## config.mk

```make
export PLATFORM = sky130hd
export DESIGN_NAME = jt12_adpcm_interp_mc
export DESIGN_NICKNAME = d
export VERILOG_FILES = /design/src/rtl/jt12_adpcm_interp_mc.sv
export SDC_FILE = /design/constraint.sdc
export NUM_CORES = 1
export LEC_CHECK = 0
export BUFFER_PORTS_ARGS = -buffer_cell sky130_fd_sc_hd__buf_4
export CELL_PAD_IN_SITES_DETAIL_PLACEMENT = 2
export CELL_PAD_IN_SITES_GLOBAL_PLACEMENT = 2
export CORE_MARGIN = 2
export CORE_UTILIZATION = 42
export DETAILED_ROUTE_END_ITERATION = 8
export PLACE_DENSITY_LB_ADDON = 0.1
export SYNTH_ARGS = -nofsm -noshare
export SYNTH_HDL_FRONTEND = slang
export SYNTH_SLANG_ARGS = --single-unit
export TNS_END_PERCENT = 10
```

## constraint.sdc

```tcl
create_clock -name clk -period 9.4 [get_ports clk]
set_input_delay 1.88 -clock clk [delete_from_list [all_inputs] [get_ports clk]]
set_output_delay 1.88 -clock clk [all_outputs]
set_load 0.01 [all_outputs]
```

## src/rtl/jt12_adpcm_interp_mc.sv

```systemverilog
// Multichannel linear interpolator for ADPCM decoder outputs.
// One shared shift-add multiplier computes per-channel step sizes in round-robin order.
module jt12_adpcm_interp_mc #(
    parameter int DW = 16,
    parameter int CH = 2,
    parameter int MW = 16
) (
    input  logic             clk,
    input  logic             rst,
    input  logic             cen,
    input  logic             tick,
    input  logic [CH-1:0]    ld,
    input  logic [CH*DW-1:0] din,
    input  logic [CH*MW-1:0] rate,
    input  logic [CH-1:0]    interp_en,
    output logic [CH*DW-1:0] pcm_out,
    output logic [CH-1:0]    step_vld,
    output logic             busy
);

    localparam int CW = (CH > 1) ? $clog2(CH) : 1;
    localparam int BW = (MW > 1) ? $clog2(MW) : 1;
    localparam int PW = DW + 1 + MW;

    localparam logic signed [DW+1:0] SMAX = {3'b000, {(DW-1){1'b1}}};
    localparam logic signed [DW+1:0] SMIN = {3'b111, {(DW-1){1'b0}}};

    typedef enum logic {IDLE, MUL} state_t;
    state_t state, state_nx;

    logic signed [DW:0]   cur     [CH];
    logic signed [DW-1:0] target  [CH];
    logic signed [DW:0]   diff    [CH];
    logic        [DW:0]   step    [CH];
    logic [CH-1:0]        sign, pending, vld;

    logic signed [DW-1:0] din_c   [CH];
    logic signed [DW:0]   diff_nx [CH];
    logic        [DW:0]   mag     [CH];
    logic signed [DW+1:0] nxt     [CH];
    logic signed [DW+1:0] tgt_x   [CH];
    logic signed [DW:0]   cur_nx  [CH];

    logic [CW-1:0] last, owner, cand;
    logic          cand_ok, grant, abort, last_bit, done;
    logic [PW-1:0] acc, mcand, prod_nx;
    logic [MW-1:0] mplier;
    logic [BW-1:0] cnt;

    // Per-channel datapath: new diff, magnitude and the clamped/saturated next value
    always_comb begin
        din_c   = '{default: '0};
        diff_nx = '{default: '0};
        mag     = '{default: '0};
        nxt     = '{default: '0};
        tgt_x   = '{default: '0};
        cur_nx  = '{default: '0};
        pcm_out = '0;
        for (int unsigned c = 0; c < CH; c++) begin
            din_c[c]   = din[c*DW +: DW];
            diff_nx[c] = {din_c[c][DW-1], din_c[c]} - {target[c][DW-1], target[c]};
            mag[c]     = diff[c][DW] ? -diff[c] : diff[c];
            tgt_x[c]   = {{2{target[c][DW-1]}}, target[c]};
            nxt[c]     = sign[c] ? {cur[c][DW], cur[c]} - {1'b0, step[c]}
                                 : {cur[c][DW], cur[c]} + {1'b0, step[c]};
            if (sign[c] ? (nxt[c] <= tgt_x[c]) : (nxt[c] >= tgt_x[c]))
                cur_nx[c] = {target[c][DW-1], target[c]};
            else if (nxt[c] > SMAX)
                cur_nx[c] = SMAX[DW:0];
            else if (nxt[c] < SMIN)
                cur_nx[c] = SMIN[DW:0];
            else
                cur_nx[c] = nxt[c][DW:0];
            pcm_out[c*DW +: DW] = cur[c][DW-1:0];
        end
    end

    // Round-robin: search above the last grant first, then wrap to the bottom
    always_comb begin
        cand    = '0;
        cand_ok = 1'b0;
        for (int unsigned j = 0; j < CH; j++) begin
            if (!cand_ok && pending[j] && j > 32'(last)) begin
                cand    = CW'(j);
                cand_ok = 1'b1;
            end
        end
        for (int unsigned j = 0; j < CH; j++) begin
            if (!cand_ok && pending[j] && j <= 32'(last)) begin
                cand    = CW'(j);
                cand_ok = 1'b1;
            end
        end
    end

    // A load on the candidate in the same clk would latch a stale diff, so the grant waits
    always_comb begin
        prod_nx  = acc + (mplier[0] ? mcand : '0);
        last_bit = cen && (cnt == BW'(MW-1));
        abort    = (state == MUL) && ld[owner];
        done     = (state == MUL) && last_bit && !ld[owner];
        grant    = (state == IDLE) && cand_ok && !ld[cand];
        state_nx = state;
        case (state)
            IDLE: if (grant) state_nx = MUL;
            MUL:  if (abort || last_bit) state_nx = IDLE;
            default: state_nx = IDLE;
        endcase
    end

    always_ff @(posedge clk) begin
        if (rst) state <= IDLE;
        else     state <= state_nx;
    end

    always_ff @(posedge clk) begin
        if (rst) begin
            last   <= CW'(CH-1);
            owner  <= '0;
            acc    <= '0;
            mcand  <= '0;
            mplier <= '0;
            cnt    <= '0;
        end else if (grant) begin
            owner  <= cand;
            last   <= cand;
            acc    <= '0;
            mcand  <= PW'(mag[cand]);
            mplier <= rate[cand*MW +: MW];
            cnt    <= '0;
        end else if (state == MUL && cen) begin
            acc    <= prod_nx;
            mcand  <= mcand << 1;
            mplier <= mplier >> 1;
            cnt    <= cnt + 1'b1;
        end
    end

    always_ff @(posedge clk) begin
        if (rst) begin
            for (int unsigned c = 0; c < CH; c++) begin
                cur[c]    <= '0;
                target[c] <= '0;
                diff[c]   <= '0;
                step[c]   <= '0;
            end
            sign    <= '0;
            pending <= '0;
            vld     <= '0;
        end else begin
            for (int unsigned c = 0; c < CH; c++) begin
                if (ld[c]) begin
                    target[c] <= din_c[c];
                    step[c]   <= '0;
                    if (interp_en[c]) begin
                        cur[c]     <= {target[c][DW-1], target[c]};
                        diff[c]    <= diff_nx[c];
                        sign[c]    <= diff_nx[c][DW];
                        vld[c]     <= 1'b0;
                        pending[c] <= 1'b1;
                    end else begin
                        cur[c]     <= {din_c[c][DW-1], din_c[c]};
                        sign[c]    <= 1'b0;
                        vld[c]     <= 1'b1;
                        pending[c] <= 1'b0;
                    end
                end else begin
                    if (grant && cand == CW'(c))
                        pending[c] <= 1'b0;
                    if (done && owner == CW'(c)) begin
                        step[c] <= prod_nx[MW +: DW+1];
                        vld[c]  <= 1'b1;
                    end
                    if (tick && vld[c])
                        cur[c] <= cur_nx[c];
                end
            end
        end
    end

    assign step_vld = vld;
    assign busy     = (state == MUL);

endmodule

```

After elaboration in Yosys (flattened, before gate mapping). Memories as Yosys holds them, arrays and structs flattened. Cells that the tools add are included.

$add $sub $neg: 10. Magnitude comparators: 13. Equal/unequal tests: 1. Shifts and indexed selects: 1. Multiplexer cells: 96. Bitwise logic cells: 18. Reductions and logical operators: 28.

Operators by type and width (number): $mux 17 (25); $mux 16 (4); $mux 1 (63); $add 18x17->18 (2); $ge 18x16->1 (2); $gt 18x16->1 const B (2); $le 18x16->1 (2); $lt 18x16->1 const B (2); $mux 18 (2); $sub 18x17->18 (2); $neg 17->17 (2); $sub 16x16->17 (2); $add 33x33->33 (1); $mux 33 (1); $shiftx 32x6->16 (1); $logic_and 1x1->1 (17); $or 1x1->1 (14); $reduce_bool 2->1 (5); $add 4x1->4 const B (1); $eq 4x4->1 const B (1); $logic_not 1->1 (4); $lt 1x2->1 const B (2); $not 1->1 (3); $ge 2x2->1 const B (1); other kinds (6) (6).

Flip-flop bits (word level): 95. Memory bits (writable): 134. Input port bits: 72. Output and inout port bits: 35. Memories: 4.

Memory list: cur (depth 2, width 17, read ports 2, clocked after memory_dff 0, write ports 2, line 31) `logic signed [DW:0] cur [CH];`; diff (depth 2, width 17, read ports 2, clocked after memory_dff 0, write ports 2, line 33) `logic signed [DW:0] diff [CH];`; step (depth 2, width 17, read ports 2, clocked after memory_dff 0, write ports 2, line 34) `logic [DW:0] step [CH];`; target (depth 2, width 16, read ports 2, clocked after memory_dff 0, write ports 2, line 32) `logic signed [DW-1:0] target [CH];`.

Logic depth before layout (Yosys ltp).
Word-level depth: 17. Gate-level depth with buffers: 28. Mapped depth without buffers: 26.

Worst setup path after synthesis. No wires, ideal clock.

Kind: register to register. Start point: memory step[0][5] (netlist name). End point: memory cur[0][1] (netlist name) (data pin). Setup time: 0.266 ns. Arrival time: 5.645 ns. Required time: 9.134 ns. Path slack: 3.489 ns. Stages on the path, launching flop included: 24. Path buffers: 2. Period minus slack after synthesis: 5.911 ns. Cell sequence: edfxtp_1 or4_1 nor3_1 nor2_1 xnor2_1 ha_1 and2_1 a311oi_1 o21a_1 a211oi_1 a2111oi_0 xnor2_1 ha_1 nand4_1 or3_1 o2111ai_1 or3_1 a211o_1 nand2_1 clkbuf_1 nand2_1 o221ai_2 buf_6 a221oi_1.

RTL lines (line): start, declared (34); end, declared (31).

==> results.cfg <==
[outcome]
status = finished, final reports clean

[worst_hold_path]
worstHoldPathType = flop to flop
min_to = acc[14]
min_path_cells = 2
hp-start = acc[14]

[sta]
rsz0062_at_grt = no
hold_viol_final = 0
whs_ps = 459
max_clock_freq_ghz = 0.128
finalCritPeriodShare = 0.829
finalSetupViolations = 0
fin_tns_setup_ps = 0
relSlewSlack = 0.0794
worst_slack_ps = 1610
drv_slew = 0
tightest_slew_ps = 1380
post-route-min-period_ps = 7790
skew_ps = 23.7

[clock_network]
cts_tree = yes
worstSkewPairLatency_ps = 580
cts_inserted_buffers = 29
hold_buffers = 0
cts-root-buf = clkbuf_16
cts_setup_buffers = 0
cts_resized = 0
clkSinkCount = 229
path_clk_slew_ps = 60
ctsHtreeMaxLevel = 1
clockBufferDepth = 3

[synth]
synth_area_leaders = edfxtp_1 24%, dfxtp_1 11%, ha_1 10%, a21oi_1 4.4%, nor2_1 4.2%
synth_warnings = 0
ys.flop_type = edfxtp_1
synthTopCellsByCount = 192 x nor2_1, 174 x nand2_1, 152 x a21oi_1
synth-async-reset-ratio = 0
synth_fp_nets = 2200
synth_area_mm2 = 0.0171
syn_avg_cell_area_um2 = 8.61
yosysSeqAreaShare = 0.347
synth_seq_cells = 229
netlist_instances = 1985
synth-edff-count = 134
synth_top_area_cell = edfxtp_1
synth_top_area_frac = 0.235
yosysUniqueCellTypes = 78
synth_most_common_cell = nor2_1

[critical_path]
r2r_cells = 21
start_kind = flop
critPathKind = flop to flop
critical_path_required_ps = 9640
r2r_start = step[0][5]
crit_fanout = 20
arrival_ps = 8030
end_kind = flop
regToRegSetupSlack_ps = 1610
r2r_end = cur[0][5]

[layout]
syn2layout_area_growth_pct = 11.6
drive_above_1_share = 0.0983
multi_input_area_mm2 = 0.0103
design_area_mm2 = 0.0191
num-fill-cells = 4442
nets = 2237
seqCellArea_mm2 = 0.00593

[power_and_ir_drop]
p_clk_frac = 0.339
ir_drop_uv = 130
power_leakage_nw = 7.73
power_density_mw_per_mm2 = 180
p_seq_frac = 0.353
total_power_mw = 3.44
p_sw_mw = 1.20
switching_share = 0.348
p_comb_frac = 0.308
p_int_mw = 2.25

[placement]
gp_congestion = 0.893
dp_hpwl_mm = 46.0
placed_area_mm2 = 0.0181
place_ws_ps = 1680
io_buffer_count = 106

[route]
dr_total_vias = 15400
avgViaCountPerCell = 5.99
antenna_left = 0
drt-initial-drc-count = 967
drt-total-wl_mm = 60.8
routedWlPerCell_um = 23.6
first_pass_iters = 5
drc = 0

[floorplan]
die_w_um = 206
pin_count = 107
die-area_mm2 = 0.0423
placementRows = 73
core_mm2 = 0.0400
die_h_um = 206
initial_core_util = 0.427

[global_route]
grt_max_degree = 61
grt_usage = 0.289
grt_pass1_vias = 16500
grt_overflow = 0
grt_pass1_wl_mm = 96.0
antenna_found_initial = 4

[job]
drv_cap = 0
## kinds of logic (layout without fill, tap and decap cells)
group | Yosys count | count (layout) | synth area share
AND/OR/NAND/NOR | 714 | 714 | 0.203
AO/OA/AOI/OAI | 554 | 554 | 0.222
flip-flops | 229 | 229 | 0.347
buffers and inverters | 218 | 277 | 0.0558
adder cells (fa/ha/maj) | 143 | 143 | 0.107
XOR/XNOR | 120 | 120 | 0.0615
multiplexers | 7 | 7 | 0.00432
other | 0 | 2 | 0
## critical path, stage by stage (launching register included)
cell	delay (ps)
edfxtp_1	430
or4_1	620
nor3_1	630
nor2_1	120
xnor2_1	290
ha_1	340
and2_1	200
a311oi_1	240
o21a_1	300
a211oi_1	110
a2111oi_0	480
xnor2_1	290
ha_1	330
nand4_1	140
or3_1	160
o2111ai_1	210
or3_1	400
a211o_1	300
nand2_1	540
nand2_1	210
o221ai_2	870
a2111oi_0	230
## placed cells by master (no fill, tap or decap), types with 12 or more instances in the layout
cell type,netlist,routed
a211oi_1,46,46
a21o_1,42,42
a21oi_1,152,152
a22oi_1,31,31
a311oi_1,16,16
a31oi_1,15,15
and2_1,73,72
and3_1,12,12
buf_4,32,119
clkbuf_16,0,29
dfxtp_1,95,95
edfxtp_1,134,134
ha_1,138,138
inv_1,105,105
nand2_1,174,173
nand2b_1,34,34
nand3_1,48,48
nand4_1,17,17
nor2_1,192,192
nor2b_1,23,23
nor3_1,65,62
o21a_1,24,24
o21ai_0,92,92
o21bai_1,16,15
o31ai_1,18,17
or3_1,21,21
xnor2_1,77,77
xor2_1,43,43
## registers in the layout, indices dropped and copies added (netlist names)
register	flops
sign	2
mcand	33
pending	2
diff	34
cur	34
cnt	4
owner	1
last	1
step_vld	2
mplier	16
target	32
acc	33
step	34
busy	1
## cell type report
type / count / share of cell area
Inverter: 105 / 0.0206
Timing Repair Buffer: 119 / 0.0468
Multi-Input combinational cell: 1538 / 0.537
Sequential cell: 229 / 0.310
Tap cell: 525 / 0.0344
Antenna cell: 2 / 0.000262
Clock inverter: 15 / 0.00911
Clock buffer: 38 / 0.0414
## power by group through the flow
stage	sequential (mW)	combinational [mW]	clock, mW
2_1_floorplan	1.20	0.735	0
5_1_grt	1.22	1.17	1.22
3_3_place_gp	1.23	0.974	0
6_report	1.21	1.06	1.17
3_5_place_dp	1.23	1.03	0
4_1_cts	1.21	1.06	1.18
## how the worst max path moves through the flow
stage,start,end,cells past startpoint
after detailed placement,step[1][4],cur[1][0],22
after floorplan,step[0][5],cur[0][1],23
after global placement,step[0][5],cur[0][5],21
final,step[0][5],cur[0][5],21
after CTS,step[0][5],cur[0][5],21
after global routing,step[1][4],cur[1][0],22
## metrics by stage
step                      utilization  cells
after detailed placement        0.453   2516
after global routing            0.477   2569
final                           0.477   2571
after CTS                       0.477   2569
after floorplan                     -   1985
after global placement          0.453   2516
## routing by layer
layer | GRT usage | wire length, um | up-vias
met3 | 0.0377 | 2520 | 96
li1 | - | - | 7272
met5 | 0 | 23 | -
met1 | 0.392 | 27900 | 7756
met2 | 0.479 | 28500 | 273
met4 | 0.0872 | 1830 | 4
No activity file was read; power rests on OpenSTA's default activity.
